## config.mk

```make
export PLATFORM = sky130hd
export DESIGN_NAME = uart_tx
export DESIGN_NICKNAME = d
export VERILOG_FILES = /design/src/rtl/uart_tx.sv
export SDC_FILE = /design/constraint.sdc
export NUM_CORES = 1
export LEC_CHECK = 0
export ABC_AREA = 1
export BUFFER_PORTS_ARGS = -buffer_cell sky130_fd_sc_hd__buf_2
export CAP_MARGIN = 20
export CORE_AREA = 8 8 65 67
export DETAILED_ROUTE_END_ITERATION = 12
export DIE_AREA = 0 0 73 75
export PLACE_DENSITY = 0.54
export RECOVER_POWER = 100
export SETUP_SLACK_MARGIN = 0.05
export SYNTH_ARGS = -nofsm -noshare
export SYNTH_HDL_FRONTEND = slang
export SYNTH_SLANG_ARGS = --single-unit
```

## constraint.sdc

```tcl
create_clock -name clk -period 3.8 [get_ports clk]
set_input_delay 0.38 -clock clk [delete_from_list [all_inputs] [get_ports clk]]
set_output_delay 0.38 -clock clk [all_outputs]
set_load 0.005 [all_outputs]
```

## src/rtl/uart_tx.sv

```systemverilog
// rtl/uart_tx.sv - 8-bit LSB-first UART transmitter with a one-entry holding register
// Parity (none/odd/even) and stop-bit count (1/2) are set by parameters; frames advance on baud_tick.
module uart_tx #(
  parameter int PARITY    = 0,
  parameter int STOP_BITS = 1
) (
  input  logic       clk,
  input  logic       rst,
  input  logic       baud_tick,
  input  logic [7:0] tx_data,
  input  logic       tx_valid,
  output logic       tx_ready,
  output logic       tx,
  output logic       busy
);

  typedef enum logic [2:0] {
    S_IDLE,
    S_SYNC,
    S_START,
    S_DATA,
    S_PARITY,
    S_STOP
  } state_t;

  state_t     state_q, state_d;
  logic [7:0] hold_q, hold_d;
  logic       hold_full_q, hold_full_d;
  logic [7:0] shreg_q, shreg_d;
  logic [2:0] bitcnt_q, bitcnt_d;
  logic       stopcnt_q, stopcnt_d;
  logic       tx_q, tx_d;
  logic       busy_q, busy_d;
  logic       accept;
  logic       drain;
  logic       parity_bit;
  logic       more_stops;

  assign tx_ready   = !hold_full_q;
  assign accept     = tx_valid && !hold_full_q;
  assign parity_bit = (PARITY == 1) ? ~^shreg_q : ^shreg_q;
  assign more_stops = (STOP_BITS == 2) && !stopcnt_q;

  assign tx   = tx_q;
  assign busy = busy_q;

  always_comb begin
    state_d   = state_q;
    shreg_d   = shreg_q;
    bitcnt_d  = bitcnt_q;
    stopcnt_d = stopcnt_q;
    tx_d      = tx_q;
    drain     = 1'b0;
    case (state_q)
      S_IDLE: begin
        tx_d = 1'b1;
        if (hold_full_q) begin
          shreg_d = hold_q;
          drain   = 1'b1;
          state_d = S_SYNC;
        end
      end
      S_SYNC: begin
        if (baud_tick) begin
          tx_d    = 1'b0;
          state_d = S_START;
        end
      end
      S_START: begin
        if (baud_tick) begin
          tx_d     = shreg_q[0];
          bitcnt_d = 3'd0;
          state_d  = S_DATA;
        end
      end
      S_DATA: begin
        if (baud_tick) begin
          if (bitcnt_q != 3'd7) begin
            tx_d     = shreg_q[bitcnt_q + 3'd1];
            bitcnt_d = bitcnt_q + 3'd1;
          end else if (PARITY != 0) begin
            tx_d    = parity_bit;
            state_d = S_PARITY;
          end else begin
            tx_d      = 1'b1;
            stopcnt_d = 1'b0;
            state_d   = S_STOP;
          end
        end
      end
      S_PARITY: begin
        if (baud_tick) begin
          tx_d      = 1'b1;
          stopcnt_d = 1'b0;
          state_d   = S_STOP;
        end
      end
      S_STOP: begin
        if (baud_tick) begin
          if (more_stops) begin
            stopcnt_d = 1'b1;
          end else if (hold_full_q) begin
            // Chain straight into the next start bit so back-to-back frames have no idle gap.
            shreg_d = hold_q;
            drain   = 1'b1;
            tx_d    = 1'b0;
            state_d = S_START;
          end else begin
            state_d = S_IDLE;
          end
        end
      end
      default: begin
        tx_d    = 1'b1;
        state_d = S_IDLE;
      end
    endcase
  end

  always_comb begin
    hold_d      = hold_q;
    hold_full_d = hold_full_q;
    busy_d      = (state_d != S_IDLE);
    if (accept) begin
      hold_d      = tx_data;
      hold_full_d = 1'b1;
    end else if (drain) begin
      hold_full_d = 1'b0;
    end
  end

  always_ff @(posedge clk or posedge rst) begin
    if (rst) begin
      state_q     <= S_IDLE;
      hold_q      <= 8'd0;
      hold_full_q <= 1'b0;
      shreg_q     <= 8'd0;
      bitcnt_q    <= 3'd0;
      stopcnt_q   <= 1'b0;
      tx_q        <= 1'b1;
      busy_q      <= 1'b0;
    end else begin
      state_q     <= state_d;
      hold_q      <= hold_d;
      hold_full_q <= hold_full_d;
      shreg_q     <= shreg_d;
      bitcnt_q    <= bitcnt_d;
      stopcnt_q   <= stopcnt_d;
      tx_q        <= tx_d;
      busy_q      <= busy_d;
    end
  end

endmodule

```

; Word-level counts from Yosys, hierarchy flattened
; Cells that the tools add are included.
[totals]
ff_bits = 25
latchBits = 0
ram_bits = 0
rom_bits = 0
output_inout_bits = 3
n_memories = 0
[classes]
addsub = 1
n_mul = 0
div_mod_pow = 0
order_cmp = 1
eq_ne = 13
n_shift = 0
mux = 31
bitwise = 0
n_reduce_logical = 10
[ops]
columns = cell, n
row1 = $mux 3, 10
row2 = $pmux 3 s6, 1
row3 = $mux 8, 2
row4 = $pmux 8 s2, 1
row5 = $ne 2x2->1 const B, 7
row6 = $mux 1, 12
row7 = $eq 3x2->1 const B, 2
row8 = $eq 3x3->1 const B, 2
row9 = $pmux 3 s2, 1
row10 = $reduce_and 6->1, 1
row11 = $reduce_bool 2->1, 3
row12 = $pmux 1 s5, 1
row13 = $lt 3x4->1 const B, 1
row14 = $reduce_and 4->1, 1
row15 = $add 3x1->3 const B, 1
row16 = $bmux 1 s3, 1
row17 = $eq 3x1->1 const B, 1
row18 = $logic_not 3->1, 1
row19 = $ne 3x3->1 const B, 1
row20 = $reduce_bool 3->1, 1
row21 = $mux 2, 1
row22 = $pmux 1 s2, 1
row23 = $reduce_and 2->1, 1
row24 = $logic_and 1x1->1, 1
row25 = $logic_not 1->1, 1

; Logic depth before layout (Yosys ltp)
; Gate-level depths: netlist (run 1).
[depth]
depth_word = 6
depth_mapped = 9
ltp_nobuf = 8

; Worst setup path before layout (run 1)
; Ideal clock, no wire load.
[synth_timing]
path_type = reg2reg
from = register bitcnt_q[0]
to = register tx_q, in the netlist tx
arrival_time_ns = 1.332
required_ns = 3.727
slack_ns = 2.395
stages_incl_launch_ff = 9
period_less_slack_ns = 1.405
path_cell_list = dfrtp_1 -> ha_1 -> ha_1 -> inv_1 -> nand3_1 -> nand3_1 -> nand3_1 -> nand2_1 -> a21oi_1
[synth_via]
elab_chain_cells = 6
[synth_lines]
columns = element, line_no
row1 = from (decl), 30  ; logic [2:0] bitcnt_q, bitcnt_d;
row2 = from (signal assigned), 147  ; bitcnt_q <= bitcnt_d;
row3 = $add 3x1->3, 79  ; tx_d = shreg_q[bitcnt_q + 3'd1];
row4 = $bmux 1 s3, 79
row5 = $mux 1 (not written as such), 79
row6 = $mux 1 (*), 78  ; if (bitcnt_q != 3'd7) begin
row7 = $mux 1 (*), 77  ; if (baud_tick) begin
row8 = $pmux 1 s5 (*), 54  ; case (state_q)
row9 = to (signal assigned), 149  ; tx_q <= tx_d;
row10 = to (decl), 32  ; logic tx_q, tx_d;
; Mark *: on every way between the ends. The rest lies on a longest branch, timed or not. The select of a mux whose other input is x is not followed.
; A chain may end at the register's enable or synchronous reset.

; Worst setup path after layout (run 1)
[layout_timing]
from = register state_q[0]
to = register shreg_q[5]
[layout_via]
elab_chain_cells = 3
[layout_lines]
columns = element, line_no
row1 = from (decl), 26  ; state_t state_q, state_d;
row2 = from (signal assigned), 143  ; state_q <= state_d;
row3 = $eq 3x3->1 or $logic_not 3->1 (tied branches), --
row4 = $ne 2x2->1 (no source line) or $reduce_bool 2->1 (tied branches), --
row5 = $reduce_and 2->1 (no source line), --
row6 = to (signal assigned), 146  ; shreg_q <= shreg_d;
row7 = to (decl), 29  ; logic [7:0] shreg_q, shreg_d;
; Several ways; a longest one is shown, not always the timed one.

==> impl_metrics.yaml, run 1 <==
layout:
  antenna_cells: 0
  syn_to_final_growth_pct: 7.25
  drive_gt1_share_pct: 22.8
  fin_area_um2: 1330
  nets: 164
timing:
  fmax_ghz: 0.474
  fin_setup_tns_ns: 0
  final.setup_skew_ns: 0.00254
  finalSetupViolCount: 0
  hold_viol: 0
  setup_slack_ns: 1.69
  slew_headroom_pct: 25.6
  finalMaxSlewViolations: 0
  hold_slack_ns: 0.282
  final.min_clock_period_ns: 2.11
  min_period_over_period_pct: 55.5
  worstMarginPinSlew_ns: 1.12
  rsz0062_at_grt: "no"
power:
  finalPower_w: 0.00101
  switchingPower_w: 0.000392
  p_leak_nw: 0.646
  power_density_nw_per_um2: 755
  sw_frac_of_total_pct: 38.9
  power_frac_comb_pct: 41.2
  clkPwrFrac_pct: 12.0
  ir_drop_v: 0.000308
  seq_power_share_pct: 46.8
  cell_internal_pwr_w: 0.000615
clock_tree:
  clockBufferDepth: 2
  cts_buffers: 3
  cts.clk_slew.worst_paths_ns: 0.14
  htree_levels: 1
  cts_sinks: 25
  clk_latency_ns: 0.31
  cts-hold-fix-buffers: 0
  cts_root_buffer: "clkbuf_4"
  cts_tree: "built"
  cts_repair_resize_count: 0
  post_cts.repair.setup_buffers: 0
place:
  dp_slack_ns: 2.26
  placed_area_um2: 1360
  hpwl_um: 1750
  place_congestion: 0.795
  io_buffers: 14
setup_path:
  reg2reg_from: "state_q[0]"
  arrival_ns: 2.37
  reg2reg_slack_ns: 1.69
  r2r_cells: 6
  worst-path-max-fanout: 10
  path_class: "reg -> reg"
  startpoint_type: "flop"
  crit_path_end_kind: "flop"
  r2r-end: "shreg_q[5]"
  required_ns: 4.06
routing:
  via_per_inst: 4.65
  initialDrtViolationCount: 42
  ant_nets: 0
  vias: 906
  wl_um: 2340
  drc: 0
  dr.pass1.iters: 4
  routedWlPerCell_um: 12.0
synthesis:
  ys_seq_elements: 25
  synth_nets: 145
  yosysWarnings: 0
  synth_area_um2: 1240
  synth_cells: 131
  synth_cell_types: 23
  seq_area_frac_synth_pct: 50.5
  syn_avg_cell_area_um2: 9.48
global_routing:
  antenna_found_initial: 0
  grt_max_degree: 26
  grt_pass1_wl_um: 4240
  grt.total_usage_pct: 9.91
  grt_overflow: 0
  grt_pass1_vias: 954
die:
  rows: 21
  initial_core_util_pct: 38.4
  ios: 15
  dieWidth_um: 73
  core_um2: 3230
  die_y_um: 75
  fp.dieArea_um2: 5480
outcome:
  outcome: "completed"
hold_path:
  min_to: "hold_q[2]"
  min_path_type: "in -> reg"
  min_from: "tx_data[2]"
  min_delay_path_depth: 2
job:
  maxCapViolations: 0
-- power by group through the flow --
stage | Clock [W] | Sequential (W) | Combinational [W]
after floorplan | 0 | 0.000458 | 0.000387
after global placement | 0 | 0.000490 | 0.000439
after detailed placement | 0 | 0.000492 | 0.000448
after CTS | 0.000124 | 0.000486 | 0.000450
after global routing | 0.000135 | 0.000495 | 0.000483
final | 0.000121 | 0.000471 | 0.000414
-- synth_stat cells, drive strengths merged --
library cell | instances | area share (%)
mux2 | 8 | 7.3
nand4 | 2 | 3.4
a21oi | 4 | 1.6
nor3b | 1 | 1.0
o21ai | 5 | 2.0
buf | 2 | 1.2
nand3 | 16 | 6.4
o22ai | 2 | 1.0
dfrtp | 24 | 48
nor2 | 12 | 4.8
ha | 2 | 2.0
nand3b | 1 | 0.60
a211oi | 1 | 1.6
inv | 13 | 4.1
nor3 | 2 | 0.81
nand2 | 35 | 12
dfstp | 1 | 2.1
-- worst max-delay path, cell delays in order (launching register included) --
cell and delay (ns):
dfrtp_1 0.51, clkinvlp_2 0.25, nor2_1 0.30, nand4_1 0.40, nand2_1 0.40, nand2_1 0.11
nand2_1 0.07
-- flip-flops by register name, summed over array words and instances (netlist names) --
name and count:
hold_full_q 1, state_q 3, hold_q 8, bitcnt_q 3, busy 1, shreg_q 8, tx 1
-- final cells by class --
type	count	area, µm²
multi-input combinational	91	489
clock buffer	4	26.3
inverter	13	50.0
tap	46	57.6
sequential	25	627
fill	342	1900
timing repair buffer	16	82.6
-- placed cells by master (no fill, tap or decap), drive strengths merged --
cell type,instances
o22ai,2
dfstp,1
inv,12
clkinvlp,1
nand2,35
ha,2
buf,13
nand4,2
nand3,16
nand3b,1
nor2,12
o21ai,5
mux2,8
a211oi,1
a21oi,4
dlygate4sd3,1
clkbuf,6
nor3b,1
dfrtp,24
nor3,2
-- worst max path at each step --
stage,from,end,slack (ns),cells after the start
floorplan,bitcnt_q[0],tx,2.39,8
global route,state_q[0],shreg_q[0],1.38,6
global placement,bitcnt_q[0],tx,2.30,8
detailed placement,bitcnt_q[0],tx,2.26,8
CTS,bitcnt_q[0],tx,2.23,8
finish,state_q[0],shreg_q[5],1.69,6
-- per-layer routing --
metal	global-route usage, %	up-vias	routed length [µm]
li1	-	470	-
met1	12.1	416	1140
met2	16.3	16	1070
met3	2.53	4	86
met4	4.00	0	34
met5	0	-	0
-- through the flow --
| stage | instances | util (%) |
|---|---|---|
| 5_1_grt | 195 | 41.2 |
| 4_1_cts | 193 | 42.7 |
| 3_5_place_dp | 189 | 41.9 |
| 3_3_place_gp | 189 | 41.9 |
| 6_report | 195 | 41.2 |
| 2_1_floorplan | 131 | - |
-- logic make-up (layout without fill, tap and decap cells) --
logic type               after synthesis  after routing  share of synthesized area [%]
AND/OR/NAND/NOR                       69             69                           28.7
flip-flops                            25             25                           50.5
multiplexers                           8              8                           7.25
buffers and inverters                 15             33                           5.34
adder cells (fa/ha/maj)                2              2                           2.01
AO/OA/AOI/OAI                         12             12                           6.24
(Power assumes the default switching activity.)
==> run 2: changes to the inputs <==
- clock period: 3.8 -> 2 ns (I/O delays scaled with it)
==> run 2 against run 1 <==
Against the previous run:
- clock power rose by 99%
- via count rose by 2.0%
- sequential share of layout area fell by 1.3 points
- wire length rose by 0.64%
- design area rose by 2.8%
- largest cell class unchanged
- highest routed layer unchanged
==> impl_metrics.yaml, run 2 (synthesis gave the netlist of run 1 again) <==
die:
  die_y_um: 75
  fp.dieArea_um2: 5480
  ios: 15
  core_um2: 3230
  rows: 21
  initial_core_util_pct: 38.4
  dieWidth_um: 73
setup_path:
  crit_slowest_cell: "dfrtp_1"
  worst-path-max-fanout: 10
  required_ns: 2.25
  endpoint: "shreg_q[0]"
  arrival_ns: 1.90
  crit_path_end_kind: "flop"
  cp-startpoint: "state_q[0]"
  r2r_cells: 5
  path_cells: "inv_4 -> nand4_1 -> nand2_1 -> nand2_1 -> o21ai_0"
  crit_path_max_incr_delay_ns: 0.53
  reg2reg_from: "state_q[0]"
  path_class: "reg -> reg"
  r2r-end: "shreg_q[0]"
  reg2reg_slack_ns: 0.35
  crit_top_cell: "nand2_1"
  startpoint_type: "flop"
clock_tree:
  clk_latency_ns: 0.33
  cts_tree: "built"
  cts_sinks: 25
  htree_levels: 1
  clockBufferDepth: 2
  post_cts.repair.setup_buffers: 0
  cts.clk_slew.worst_paths_ns: 0.15
  cts_buffers: 3
  cts_root_buffer: "clkbuf_4"
timing:
  finalSetupViolCount: 0
  fmax_ghz: 0.606
  slew_headroom_pct: 58.2
  final.min_clock_period_ns: 1.65
  worstMarginPinSlew_ns: 0.626
  final.setup_skew_ns: 0.0110
  hold_viol: 0
  min_period_over_period_pct: 82.5
  finalMaxSlewViolations: 0
  rsz0062_at_grt: "no"
  fin_setup_tns_ns: 0
global_routing:
  grt_pass1_wl_um: 3920
  grt.total_usage_pct: 9.13
  grt_pass1_vias: 856
  antenna_found_initial: 0
  grt_max_degree: 26
  grt_overflow: 0
routing:
  drc: 0
  initialDrtViolationCount: 21
  dr.pass1.iters: 4
  wl_um: 2350
  routedWlPerCell_um: 12.1
  via_per_inst: 4.74
  vias: 924
  ant_nets: 0
layout:
  top_regs: "hold_q x8, shreg_q x8"
  drive_gt1_share_pct: 26.2
  num-fill-cells: 344
  antenna_cells: 0
  nets: 164
  final_util_pct: 42.4
  final_common_cell: "nand2_1"
  layout_common_cells: "34 x nand2_1, 24 x dfrtp_1, 16 x nand3_1, 14 x buf_2, 10 x nor2_1"
  syn_to_final_growth_pct: 10.3
place:
  place_congestion: 0.832
  io_buffers: 14
  hpwl_um: 1780
power:
  p_leak_nw: 0.662
  finalPower_w: 0.00197
  power_density_nw_per_um2: 1440
  ir_drop_v: 0.000689
job:
  maxCapViolations: 0
outcome:
  outcome: "completed"
hold_path:
  min_from: "tx_data[7]"
  min_path_type: "in -> reg"
run 2: worst max-delay path, delay by kind of cell (launching register included):
family,cells,cell delay (ns)
AND/OR/NAND/NOR,3,0.83
flip-flops,1,0.53
buffers and inverters,1,0.14
AO/OA/AOI/OAI,1,0.07
run 2: how the worst min path moves through the flow:
stage	to	slack, ns	cells after the start
finish	hold_q[7]	0.09	2
detailed placement	hold_full_q	0.27	3
CTS	hold_q[7]	0.08	2
global placement	hold_full_q	0.26	3
floorplan	bitcnt_q[0]	0.23	1
global route	hold_q[7]	0.07	2
run 2: repair_timing:
| item | CTS | global route |
|---|---|---|
| gates resized for setup | 0 | 0 |
| endpoints found under the setup margin | 0 | 0 |
| hold buffers | 1 | 0 |
| hold endpoints to repair | 24 | 0 |
run 2: routing by layer:
| layer | up-vias | wire (µm) | share of wire [%] | GRT usage, % |
|---|---|---|---|---|
| li1 | 470 | - | - | - |
| met1 | 437 | 1190 | 51 | 12.0 |
| met2 | 15 | 1060 | 45 | 14.1 |
| met3 | 2 | 75 | 3.2 | 2.26 |
| met4 | 0 | 19 | 0.81 | 3.33 |
| met5 | - | 0 | 0 | 0 |
run 2: layout make-up:
type / instances / area (µm²) / share of cell area [%]
clock buffer: 3 / 22.5 / 1.64
clock inverter: 1 / 7.51 / 0.548
inverter: 13 / 51.3 / 3.74
multi-input combinational: 91 / 519 / 37.9
sequential: 25 / 627 / 45.8
tap: 46 / 57.6 / 4.20
timing repair buffer: 16 / 85.1 / 6.21
run 2: per-stage QoR:
| stage | std cells | worst slack, ns | hold WS, ns | cell area, µm² |
|---|---|---|---|---|
| finish | 195 | 0.351 | 0.0869 | 1370 |
| global route | 195 | 0.173 | 0.0736 | 1370 |
| CTS | 195 | 0.402 | 0.0849 | 1400 |
| detailed placement | 190 | 0.436 | 0.269 | 1360 |
| global placement | 190 | 0.491 | 0.264 | 1360 |
| floorplan | 131 | 0.595 | 0.227 | 1240 |
run 2: report_power, final:
group	switching [W]	internal, W
Combinational	0.000458	0.000359
Clock	0.000164	0.0000764
Sequential	0.000173	0.000743
Total	0.000795	0.00118
